--- config.mk ---
export PLATFORM = sky130hd
export DESIGN_NAME = mem_access_stage
export DESIGN_NICKNAME = d
export VERILOG_FILES = /design/src/rtl/mem_access_stage_pkg.sv /design/src/rtl/mem_lane_align.sv /design/src/rtl/mem_access_stage.sv
export SDC_FILE = /design/constraint.sdc
export NUM_CORES = 1
export LEC_CHECK = 0
export CORE_MARGIN = 2
export CORE_UTILIZATION = 69
export DETAILED_ROUTE_END_ITERATION = 16
export DONT_BUFFER_PORTS = 1
export MAX_ROUTING_LAYER = met4
export PLACE_DENSITY_LB_ADDON = 0.05
export SKIP_CTS_REPAIR_TIMING = 1
export SKIP_LAST_GASP = 1
export SLEW_MARGIN = 20
export SYNTH_ARGS = -nofsm -noshare
export SYNTH_HDL_FRONTEND = slang
export SYNTH_SLANG_ARGS = --single-unit
--- constraint.sdc ---
create_clock -name i_clk -period 8.31 [get_ports i_clk]
set_input_delay 0.4155 -clock i_clk [delete_from_list [all_inputs] [get_ports i_clk]]
set_output_delay 0.4155 -clock i_clk [all_outputs]
set_load 0.05 [all_outputs]
--- src/rtl/mem_access_stage_pkg.sv ---
// Shared definitions for the MEM stage: access size codes and FSM state encoding.
package mem_access_stage_pkg;

    localparam logic [1:0] MEM_BYTE = 2'b00;
    localparam logic [1:0] MEM_HALF = 2'b01;
    localparam logic [1:0] MEM_WORD = 2'b10;

    typedef enum logic [0:0] {
        ST_IDLE = 1'b0,
        ST_BUSY = 1'b1
    } state_t;

endpackage

--- src/rtl/mem_lane_align.sv ---
// Big-endian lane steering: store replication and byte enables, load lane
// extraction with sign/zero extension, and alignment checking.
module mem_lane_align
    import mem_access_stage_pkg::*;
(
    input  logic [1:0]  req_offset,
    input  logic [1:0]  req_size,
    input  logic [31:0] wr_data,
    output logic [31:0] wdata,
    output logic [3:0]  be,
    output logic        misaligned,
    input  logic [1:0]  rsp_offset,
    input  logic [1:0]  rsp_size,
    input  logic        rsp_signed,
    input  logic [31:0] rd_word,
    output logic [31:0] rd_data
);

    logic [7:0]  rd_byte;
    logic [15:0] rd_half;

    always_comb begin
        wdata      = wr_data;
        be         = 4'b1111;
        misaligned = 1'b0;
        case (req_size)
            MEM_BYTE: begin
                wdata = {4{wr_data[7:0]}};
                be    = 4'b1000 >> req_offset;
            end
            MEM_HALF: begin
                wdata      = {2{wr_data[15:0]}};
                be         = req_offset[1] ? 4'b0011 : 4'b1100;
                misaligned = req_offset[0];
            end
            default: misaligned = |req_offset;
        endcase
    end

    // Offset 0 is the most significant byte.
    always_comb begin
        case (rsp_offset)
            2'd0:    rd_byte = rd_word[31:24];
            2'd1:    rd_byte = rd_word[23:16];
            2'd2:    rd_byte = rd_word[15:8];
            default: rd_byte = rd_word[7:0];
        endcase
        rd_half = rsp_offset[1] ? rd_word[15:0] : rd_word[31:16];
        case (rsp_size)
            MEM_BYTE: rd_data = {{24{rsp_signed & rd_byte[7]}}, rd_byte};
            MEM_HALF: rd_data = {{16{rsp_signed & rd_half[15]}}, rd_half};
            default:  rd_data = rd_word;
        endcase
    end

endmodule

--- src/rtl/mem_access_stage.sv ---
// MEM pipeline stage: issues req/ack data-memory transactions for loads and
// stores, stalls upstream while waiting, and registers the writeback result.
module mem_access_stage
    import mem_access_stage_pkg::*;
#(
    parameter int TIMEOUT = 16
)
(
    input  logic        i_clk,
    input  logic        i_rst,
    input  logic        i_valid,
    input  logic [31:0] i_ALUres,
    input  logic [31:0] i_op2,
    input  logic        i_memRead,
    input  logic        i_memWrite,
    input  logic [1:0]  i_memSize,
    input  logic        i_memSigned,
    output logic        o_stall,
    output logic        o_dm_req,
    output logic        o_dm_we,
    output logic [31:0] o_dm_addr,
    output logic [31:0] o_dm_wdata,
    output logic [3:0]  o_dm_be,
    input  logic        i_dm_ack,
    input  logic [31:0] i_dm_rdata,
    output logic        o_valid,
    output logic [31:0] o_result,
    output logic        o_misaligned,
    output logic        o_bus_error
);

    localparam int CNT_W = (TIMEOUT > 2) ? $clog2(TIMEOUT) : 1;

    state_t            state;
    logic [CNT_W-1:0]  tmo_cnt;
    logic [1:0]        size_q;
    logic              signed_q;
    logic [1:0]        off_q;

    logic [31:0]       st_wdata;
    logic [3:0]        st_be;
    logic              misaligned;
    logic [31:0]       ld_data;
    logic              is_mem;
    logic              timeout;

    mem_lane_align u_align (
        .req_offset (i_ALUres[1:0]),
        .req_size   (i_memSize),
        .wr_data    (i_op2),
        .wdata      (st_wdata),
        .be         (st_be),
        .misaligned (misaligned),
        .rsp_offset (off_q),
        .rsp_size   (size_q),
        .rsp_signed (signed_q),
        .rd_word    (i_dm_rdata),
        .rd_data    (ld_data)
    );

    assign is_mem  = i_memRead | i_memWrite;
    assign timeout = (tmo_cnt == CNT_W'(TIMEOUT - 1));

    always_comb begin
        o_stall = 1'b0;
        if (state == ST_IDLE)
            o_stall = i_valid & is_mem & ~misaligned;
        else
            o_stall = ~i_dm_ack & ~timeout;
    end

    always_ff @(posedge i_clk or posedge i_rst) begin
        if (i_rst) begin
            state        <= ST_IDLE;
            tmo_cnt      <= '0;
            size_q       <= MEM_WORD;
            signed_q     <= 1'b0;
            off_q        <= 2'b00;
            o_dm_req     <= 1'b0;
            o_dm_we      <= 1'b0;
            o_dm_addr    <= '0;
            o_dm_wdata   <= '0;
            o_dm_be      <= 4'b0000;
            o_valid      <= 1'b0;
            o_result     <= '0;
            o_misaligned <= 1'b0;
            o_bus_error  <= 1'b0;
        end else begin
            case (state)
                ST_IDLE: begin
                    o_misaligned <= 1'b0;
                    o_bus_error  <= 1'b0;
                    if (!i_valid) begin
                        o_valid <= 1'b0;
                    end else if (!is_mem) begin
                        o_valid  <= 1'b1;
                        o_result <= i_ALUres;
                    end else if (misaligned) begin
                        o_valid      <= 1'b1;
                        o_misaligned <= 1'b1;
                        o_result     <= i_ALUres;
                    end else begin
                        o_valid    <= 1'b0;
                        o_dm_req   <= 1'b1;
                        o_dm_we    <= i_memWrite;
                        o_dm_addr  <= {i_ALUres[31:2], 2'b00};
                        o_dm_wdata <= st_wdata;
                        o_dm_be    <= st_be;
                        size_q     <= i_memSize;
                        signed_q   <= i_memSigned;
                        off_q      <= i_ALUres[1:0];
                        tmo_cnt    <= '0;
                        state      <= ST_BUSY;
                    end
                end
                ST_BUSY: begin
                    // An ack arriving on the timeout cycle still completes normally.
                    if (i_dm_ack) begin
                        o_dm_req <= 1'b0;
                        o_valid  <= 1'b1;
                        o_result <= o_dm_we ? {o_dm_addr[31:2], off_q} : ld_data;
                        state    <= ST_IDLE;
                    end else if (timeout) begin
                        o_dm_req    <= 1'b0;
                        o_valid     <= 1'b1;
                        o_bus_error <= 1'b1;
                        state       <= ST_IDLE;
                    end else begin
                        tmo_cnt <= tmo_cnt + CNT_W'(1);
                    end
                end
                default: state <= ST_IDLE;
            endcase
        end
    end

endmodule

# Word-level counts from Yosys, hierarchy flattened
# Index checks and enable logic that the tools add are counted.
[op_classes]
n_addsub = 1
n_div = 0
n_eq_ne = 14
bitwise = 10
shifts = 1
n_reduce_logical = 9
mux = 42
order_cmp = 0
mul = 0
[ops]
columns = ["cell", "n"]
rows = [
  ["32-bit one-hot mux with 2 select lines", 3],
  ["32-bit 2-to-1 mux", 5],
  ["4-bit 2-to-1 mux", 6],
  ["8-bit one-hot mux with 3 select lines", 1],
  ["1-bit 2-to-1 mux", 19],
  ["16-bit 2-to-1 mux", 1],
  ["4-bit one-hot mux with 2 select lines", 2],
  ["2-bit != test, second input constant", 6],
  ["1-bit one-hot mux with 2 select lines", 5],
  ["4-bit AND reduction", 2],
  ["2-bit by 1-bit equality test with 1-bit output, second input constant", 3],
  ["2-bit zero test", 3],
  ["1-bit bitwise AND", 5],
  ["5-bit AND reduction", 1],
  ["4-bit by 1-bit adder with 4-bit output, second input constant", 1],
  ["4-bit equality test, second input constant", 1],
  ["1-bit inverter", 4],
  ["4-bit by 2-bit >> shifter with 4-bit output, first input constant", 1],
  ["3-bit by 2-bit != test with 1-bit output, second input constant", 1],
  ["3-bit != test, second input constant", 1],
  ["3-bit AND reduction", 1],
  ["2-bit equality test, second input constant", 1],
  ["2-bit by 1-bit != test with 1-bit output, second input constant", 1],
  ["2-bit AND reduction", 1],
  ["2 further kinds", 2],
]
[totals]
ff_bits = 113
ramBits = 0
latchBits = 0
output_inout_bits = 106
rom_bits = 0
inputBits = 105
n_memories = 0

# Longest topological paths before layout
# Gate-level depths: netlist of run 1.
[depth]
word_depth = 7
ltp_mapped = 7
ltp_nobuf = 6

# By module
# Synthesis of run 1 repeated with hierarchy kept, for this count alone.
[hier_totals]
cells_unflattened = 545
area_unflattened_um2 = 6511.2
[modules_own_cells]
columns = ["module", "cells_each", "n_inst", "area_each_um2"]
rows = [
  ["mem_access_stage", 375, 1, 5215.0],
  ["mem_lane_align", 170, 1, 1296.2],
]

# Worst setup path before layout of run 1
# No wires, ideal clock.
[synth_path]
path_type = "reg-to-output"
startpoint = "reg tmo_cnt[0]"
endpoint = "out o_stall"
path_slack_ps = 6524
stages_incl_launch_ff = 6
path_buffers = 0
arrival_ps = 1371
t_required_ps = 7895
path_cell_list = "dfrtp_1 ha_1 a31oi_1 nand2_1 and2_1 inv_1"
[synth_via]
elab_chain_cells = 4
[synth_lines]
columns = ["element", "line_no", "source"]
rows = [
  ["from (decl)", "mem_access_stage.sv:35", "logic [CNT_W-1:0] tmo_cnt;"],
  ["from (signal assigned)", "mem_access_stage.sv:129", "tmo_cnt <= tmo_cnt + CNT_W'(1);"],
  ["4-bit equality test", "mem_access_stage.sv:62", "assign timeout = (tmo_cnt == CNT_W'(TIMEOUT - 1));"],
  ["1-bit inverter", "mem_access_stage.sv:69", "o_stall = ~i_dm_ack & ~timeout;"],
  ["1-bit bitwise AND", "mem_access_stage.sv:69", ""],
  ["1-bit 2-to-1 mux", "mem_access_stage.sv:66", "if (state == ST_IDLE)"],
  ["to (decl)", "mem_access_stage.sv:18", "output logic o_stall,"],
]
# Every way passes these cells.

# Worst setup path after layout of run 1
[layout_path]
startpoint = "reg state"
endpoint = "out o_stall"
[layout_via]
elab_chain_cells = 1
[layout_lines]
columns = ["element", "line_no", "source"]
rows = [
  ["from (decl)", "mem_access_stage.sv:34", "state_t state;"],
  ["from (signal assigned)", "mem_access_stage.sv:74", "state <= ST_IDLE;"],
  ["from (signal assigned)", "mem_access_stage.sv:113", "state <= ST_BUSY;"],
  ["from (signal assigned)", "mem_access_stage.sv:122", "state <= ST_IDLE;"],
  ["1-bit 2-to-1 mux", "mem_access_stage.sv:66", ""],
]
# Every way passes these cells.

==> results of run 1 <==
## kinds of logic after synthesis
logic type / count (synthesis) / synth area share
and+or+nand+nor: 153 / 0.1120
muxes: 73 / 0.1338
buffers and inverters: 65 / 0.04771
other: 1 / 0.0006384
xor gates and xnor gates: 1 / 0.001491
adders and majority gates: 1 / 0.002130
AOI/OAI and AO/OA: 187 / 0.2207
DFF: 113 / 0.4816
## metrics by stage
step / worst slack [ns] / total power [mW]
floorplan: 4.909 / 1.718
global route: 4.793 / 2.574
global placement: 5.247 / 1.801
finish: 5.005 / 2.477
CTS: 5.019 / 2.469
detailed placement: 5.233 / 1.830
## worst max path at each step
stage,from,slack [ns],to,cells past startpoint
6_report,state$_DFF_PP0_,5.00,o_stall,5
5_1_grt,state$_DFF_PP0_,4.79,o_stall,5
4_1_cts,state$_DFF_PP0_,5.02,o_stall,5
3_5_place_dp,state$_DFF_PP0_,5.23,o_result[0]$_DFFE_PP0P_,6
3_3_place_gp,state$_DFF_PP0_,5.25,o_result[0]$_DFFE_PP0P_,6
2_1_floorplan,i_rst,4.91,o_bus_error$_DFFE_PP0P_,1
## power groups by stage
stage,Sequential [mW],Clock (mW),Combinational (mW)
detailed placement,1.44,0,0.394
finish,1.43,0.640,0.406
global placement,1.43,0,0.370
global route,1.45,0.673,0.449
CTS,1.43,0.642,0.399
floorplan,1.34,0,0.379
## cell type report
class	count	area share
Clock buffer	19	0.06893
Clock inverter	12	0.01347
Inverter	15	0.009178
Multi-Input combinational cell	417	0.4347
Sequential cell	113	0.4415
Tap cell	105	0.02050
Timing Repair Buffer	9	0.01172
## registers in the layout, summed over array words and instances, names as in the netlist
name          flops
o_result         32
o_dm_wdata       32
tmo_cnt           4
o_valid           1
size_q            2
o_dm_req          1
o_misaligned      1
off_q             2
o_bus_error       1
o_dm_we           1
o_dm_be           4
state             1
o_dm_addr        30
signed_q          1
## placed cells by master, fill, tap and decap left out, drive strengths merged, types with 10 or more instances in the layout
cell,n
inv,17
a21oi,45
o22ai,20
dfrtp,112
o21ai,49
clkbuf,19
mux2i,32
nand2,48
nor2,70
mux2,41
nor3,10
a22o,11
a221oi,21
## routing by layer
layer | up-vias | wire length, um | share of wire | GRT usage
met3 | 83 | 1941 | 0.12 | 0.1410
met5 | - | 0 | 0 | -
li1 | 2113 | - | - | -
met1 | 2309 | 5492 | 0.34 | 0.3974
met2 | 332 | 8043 | 0.50 | 0.5990
met4 | 0 | 678 | 0.042 | 0.1821
==> metrics.csv, run 1 <==
metric,value,unit
worstMarginPinSlew,1.035,ns
final_util,0.7798,
cts_made_buffers,17,
initial_core_util,0.7149,
timing.rr.start,state$_DFF_PP0_,
p_clk_frac,0.258,
period_share,0.3977,
syn_inst,594,
min_to,o_dm_wdata[4]$_DFFE_PP0P_,
synth_top_area_share,0.4771,
final_layout_size_suffix_gt1_frac,0.1692,
synth_edf_count,0,
synth.largest_area_cell,dfrtp_1,
hp-class,in2reg,
die_w,96.27,um
reg2reg_to,o_result[27]$_DFFE_PP0P_,
grt_pass1_wl,24660,um
multi_input_area,2785,um^2
ioPinCount,211,
wl_per_cell,23.41,um
crit_type,reg2out,
cts.reportedPaths.clkPinSlew,0.06,ns
status,"complete, no violations",
drt_iter0_drc,443,
drc_errors,0,
p_seq_frac,0.578,
p_sw_frac,0.4864,
internal-power,1.272,mW
yosysUniqueCellTypes,48,
gp_congestion,0.9502,
ys.flop_type,dfrtp_1,
grt_pass1_vias,4770,
tns,0,ns
routed_wl,16160,um
syn_area,5874,um^2
maxSlewViolCount,0,
antennaDiodeCount,0,
fin_area,6407,um^2
slew-limit-headroom,0.3098,
cp_num_buf_inv,2,
area_delta_synth_final,9.074,%
ys_top_cells_by_area,"dfrtp_1 (48%), mux2_2 (7.9%), mux2i_1 (5.3%)",
grt_max_degree,63,
design.core.area,8217,um^2
htree_levels,4,
skew,0.006548,ns
antenna_found_initial,0,
critPathMaxFanout,49,
yosysSeqAreaShare,0.4816,
ff2ff_setup_slack,5.22,ns
irDropWorstVdd,0.2240,mV
rsz0062_at_grt,no,
critPathCaptureType,output pin,
place_area,5842,um^2
crit_required,7.89,ns
die_h,96.27,um
max_stage_delay,0.96,ns
crit_chain,o21ba_2 -> o211ai_4 -> buf_4 -> and2_1 -> inv_1,
num_rows,33,
vias,4837,
min_path_cells,1,
hold_path_startpoint,i_op2[4],
arrival,2.89,ns
clock_latency,0.52,ns
ff2ff_path_depth,4,
crit_path_start_kind,flop,
maxCapViolCount,0,
async_flop_share,1.000,
cts_root_buffer,clkbuf_8,
clock_sinks,113,
whs,0.03640,ns
first_pass_iters,5,
yosys.cell_count.top_type,dfrtp_1,
cp_slowest_cell,dfrtp_1,
drt-vias-per-instance,7.010,
tritoncts,yes,
nets,679,
final_hold_viol_count,0,
ys_seq_elements,113,
ys_warn_count,0,
dieArea,9268,um^2
ant_nets,0,
avgSynthCellArea,9.890,um^2
grtUsageTotal,0.3697,
synth_commonest_cells,"dfrtp_1 (112), nor2_1 (70), nand2_1 (48), o21ai_0 (48), a21oi_1 (45)",
fmax,302.6,MHz
p_per_area,386.6,nW/um^2
port_buffers,0,
stdcell_count,690,
fill_cells,553,
period_minus_slack,3.305,ns
setup_viol,0,
regArea,2829,um^2
cpLargestDelayFamily,flip-flops,
pwr-share-comb,0.164,
power_switching,1.205,mW
dp.cells,656,
clock_path_buffers,2,
gr-total-overflow,0,
p_leak,2.793,nW
place.detailed.hpwl,11070,um
No activity file was read; power rests on OpenSTA's default activity.
==> run 2: changes to the inputs <==
- CORE_UTILIZATION: 69 -> 58
- clock period: 8.31 -> 2.9 ns (I/O delays scaled with it)
==> metrics.csv, run 2 (synthesis gave the netlist of run 1 again) <==
metric,value,unit
arrival,2.18,ns
wl_per_cell,22.22,um
vias,5172,
first_pass_iters,5,
worstMarginPinSlew,0.9623,ns
ioPinCount,211,
grt_max_degree,66,
clock_latency,0.51,ns
htree_levels,4,
p_per_area,986.9,nW/um^2
clock_sinks,113,
num_rows,36,
clock_path_buffers,2,
period_share,0.8004,
grt_pass1_wl,24950,um
antennaDiodeCount,0,
place.detailed.hpwl,11270,um
initial_core_util,0.5982,
crit_required,2.76,ns
die_w,104.6,um
setup_viol,0,
status,"complete, but fails checks",
crit_type,reg2out,
whs,-0.05460,ns
place_ws,0.7442,ns
design.core.area,9819,um^2
critPathCaptureType,output pin,
grtUsageTotal,0.3002,
hp-class,in2reg,
final_hold_viol_count,6,
tns,0,ns
cts_root_buffer,clkbuf_8,
ff2ff_setup_slack,0.69,ns
drc_errors,0,
slew-limit-headroom,0.3554,
antenna_found_initial,0,
grt_pass1_vias,4760,
drt_iter0_drc,446,
maxSlewViolCount,0,
die_h,104.6,um
dieArea,10950,um^2
layout_common_cells,"dfrtp_1 (112), dlygate4sd3_1 (91), nor2_1 (70), nand2_1 (48), o21ai_0 (48)",
crit_path_start_kind,flop,
violations,hold timing,
irDropWorstVdd,0.4889,mV
gp_congestion,0.9149,
fmax,430.8,MHz
drt-vias-per-instance,6.354,
ant_nets,0,
area_delta_synth_final,27.16,%
gr-total-overflow,0,
layout_commonest_cell,dfrtp_1,
skew,0.005074,ns
p_leak,3.254,nW
critPathMaxFanout,26,
final_layout_size_suffix_gt1_frac,0.1542,
reg_top3,"o_dm_wdata: 32 flops, o_result: 32 flops, o_dm_addr: 30 flops",
rsz0062_at_grt,no,
tritoncts,yes,
cts.reportedPaths.clkPinSlew,0.05,ns
nets,777,
period_minus_slack,2.321,ns
routed_wl,18090,um
port_buffers,0,
cts_made_buffers,17,
setup_ws,0.5789,ns
maxCapViolCount,0,
run 2: cell count changes in the layout (fill, tap and decap cells not counted), moves of 2 or more:
cell           delta
inv_6             -2
dlygate4sd3_1    +88
buf_4             +6
clkbuf_1          +2
buf_12            +3
bufinv_16         +2
clkinvlp_4        -5
clkinv_2          +2
run 2: path summary, 6_finish.rpt:
kind / endpoint / start / cells after the start
max: o_stall / state$_DFF_PP0_ / 4
min in group asynchronous: o_dm_wdata[0]$_DFFE_PP0P_ / i_rst / 2
max in group asynchronous: o_dm_addr[26]$_DFFE_PP0P_ / i_rst / 4
max reg2reg: o_dm_be[3]$_DFFE_PP0P_ / state$_DFF_PP0_ / 6
min: o_result[8]$_DFFE_PP0P_ / i_ALUres[8] / 2
min reg2reg: tmo_cnt[0]$_DFFE_PP0P_ / tmo_cnt[0]$_DFFE_PP0P_ / 1
run 2: worst max-delay path, stage by stage (launching register included):
cell      delay, ns
dfrtp_1        0.37
o21ba_2        0.29
o211ai_4       0.33
and2_1         0.34
inv_1          0.34
run 2: routing by layer:
layer | vias up | global-route usage | part of all wire
li1 | 2307 | - | -
met3 | 38 | 0.1079 | 0.088
met5 | - | - | 0
met1 | 2525 | 0.3424 | 0.38
met2 | 302 | 0.4771 | 0.51
met4 | 0 | 0.1352 | 0.023
run 2: layout make-up:
cell class	count	area, um^2
Fill cell	707	2350
Clock buffer	22	462.9
Inverter	15	60.06
Timing Repair Buffer	107	1089
Clock inverter	7	85.08
Tap cell	133	166.4
Sequential cell	113	2829
Multi-Input combinational cell	417	2778
run 2: metrics by stage:
step	cells	area (um^2)	total power, mW	hold WS, ns	utilization
finish	814	7470	7.371	-0.05460	0.7607
global placement	692	5963	5.208	0.2495	0.6073
CTS	721	6511	7.210	-0.2847	0.6631
global route	814	7470	7.649	-0.00007083	0.7607
floorplan	595	5882	4.923	0.2401	-
detailed placement	692	5963	5.275	0.2528	0.6073
run 2: where the power goes:
part	switching (mW)	internal [mW]	total, mW
registers	2.00	2.01	4.01
logic	0.756	0.658	1.41
clock network	0.682	1.27	1.95
==> run 3: changes to the inputs <==
- CORE_UTILIZATION: 58 -> 64
- clock period: 2.9 -> 2.25 ns (I/O delays scaled with it)
==> metrics.csv, run 3 (synthesis gave the netlist of run 1 again) <==
metric,value,unit
p_per_area,1304,nW/um^2
tns,0,ns
area_delta_synth_final,29.09,%
maxCapViolCount,0,
cts.reportedPaths.clkPinSlew,0.06,ns
die_h,99.81,um
final_layout_size_suffix_gt1_frac,0.1633,
place_area,5987,um^2
layout_common_cells,"dfrtp_1 (112), dlygate4sd3_1 (96), nor2_1 (70), nand2_1 (48), o21ai_0 (48)",
hp-class,in2reg,
period_minus_slack,2.194,ns
design.core.area,8806,um^2
critPathCaptureType,flop,
die_w,99.81,um
drc_errors,0,
gr-total-overflow,0,
slew-limit-headroom,0.5272,
use_met2,0.5369,
multi_input_area,2778,um^2
ant_nets,0,
p_leak,3.305,nW
met1_usage,0.3846,
crit_type,reg2reg,
cts_made_buffers,17,
fin_area,7584,um^2
grtUsageTotal,0.3286,
antennaDiodeCount,0,
nets,785,
finalPower,9.887,mW
antenna_found_initial,0,
final_hold_viol_count,12,
initial_core_util,0.6671,
wl_per_cell,23.88,um
drt-vias-per-instance,6.753,
irDropWorstVdd,0.8294,mV
cts_root_buffer,clkbuf_8,
htree_levels,4,
status,"complete, but fails checks",
critPathMaxFanout,38,
regArea,2829,um^2
clock_path_buffers,2,
grt_pass1_vias,4769,
reg_top3,"o_dm_wdata: 32 flops, o_result: 32 flops, o_dm_addr: 30 flops",
num_rows,34,
crit_path_start_kind,flop,
final_util,0.8612,
grt_pass1_wl,24650,um
worstMarginPinSlew,0.7065,ns
setup_viol,0,
violations,hold timing,
vias,5402,
arrival,2.64,ns
tritoncts,yes,
met3_usage,0.09958,
clock_sinks,113,
place.detailed.hpwl,11010,um
gp_congestion,0.9174,
clock_latency,0.52,ns
grt_max_degree,68,
crit_required,2.69,ns
port_buffers,0,
grt-busiest-layer,met2,
skew,0.009718,ns
whs,-0.05292,ns
dieArea,9961,um^2
fmax,455.8,MHz
maxSlewViolCount,0,
period_share,0.9751,
first_pass_iters,6,
drt_iter0_drc,384,
ioPinCount,211,
fill_cells,450,
routed_wl,19110,um
layout_commonest_cell,dfrtp_1,
-- run 3: changes by cell type in the layout (fill, tap and decap cells not counted) --
| cell | before | now |
|---|---|---|
| clkinv_4 | 0 | 3 |
| buf_4 | 12 | 14 |
| buf_16 | 1 | 0 |
| buf_12 | 3 | 5 |
| clkbuf_1 | 2 | 0 |
| dlygate4sd3_1 | 91 | 96 |
| clkinv_2 | 5 | 0 |
| clkbuf_8 | 4 | 3 |
| clkinvlp_4 | 1 | 4 |
| inv_6 | 0 | 4 |
| bufinv_16 | 2 | 3 |
-- run 3: power by group --
part	internal (mW)	total (mW)	switching [mW]
clock	1.76	2.82	1.05
sequential	2.59	5.18	2.59
combinational	0.883	1.89	1.01
-- run 3: cell type report --
cell class | count | share of cell area
clock buffer | 19 | 0.05824
sequential | 113 | 0.3730
multi-input combinational | 417 | 0.3663
clock inverter | 13 | 0.02293
timing repair buffer | 115 | 0.1538
tap | 108 | 0.01782
inverter | 15 | 0.007919
-- run 3: path summary, 6_finish.rpt --
| kind | start | end | slack [ns] | depth (start not counted) |
|---|---|---|---|---|
| min | i_op2[4] | o_dm_wdata[28]$_DFFE_PP0P_ | -0.05 | 4 |
| max in group asynchronous | i_rst | size_q[1]$_DFFE_PP1P_ | 1.34 | 3 |
| min reg2reg | tmo_cnt[1]$_DFFE_PP0P_ | tmo_cnt[1]$_DFFE_PP0P_ | 0.55 | 2 |
| max reg2reg | state$_DFF_PP0_ | size_q[1]$_DFFE_PP1P_ | 0.06 | 5 |
| min in group asynchronous | i_rst | o_dm_be[0]$_DFFE_PP0P_ | 0.21 | 2 |
| max | state$_DFF_PP0_ | size_q[1]$_DFFE_PP1P_ | 0.06 | 5 |
-- run 3: through the flow --
stage / setup WS, ns / std cells
after floorplan: 0.5109 / 595
after global placement: 0.4393 / 671
after detailed placement: 0.3568 / 671
after CTS: 0.1821 / 703
after global routing: -0.01749 / 800
final: 0.05592 / 800
-- run 3: layer usage --
layer / up-vias / share of wire
met1: 2622 / 0.36
met5: - / 0
met3: 80 / 0.095
met4: 0 / 0.037
met2: 363 / 0.51
li1: 2337 / -
-- run 3: critical path, cell delays in order, from the launching register on --
cell and delay [ns]:
dfrtp_1 0.38, o21ba_2 0.22, o211ai_4 0.12, buf_4 0.44, mux2_2 0.39, dlygate4sd3_1 0.56
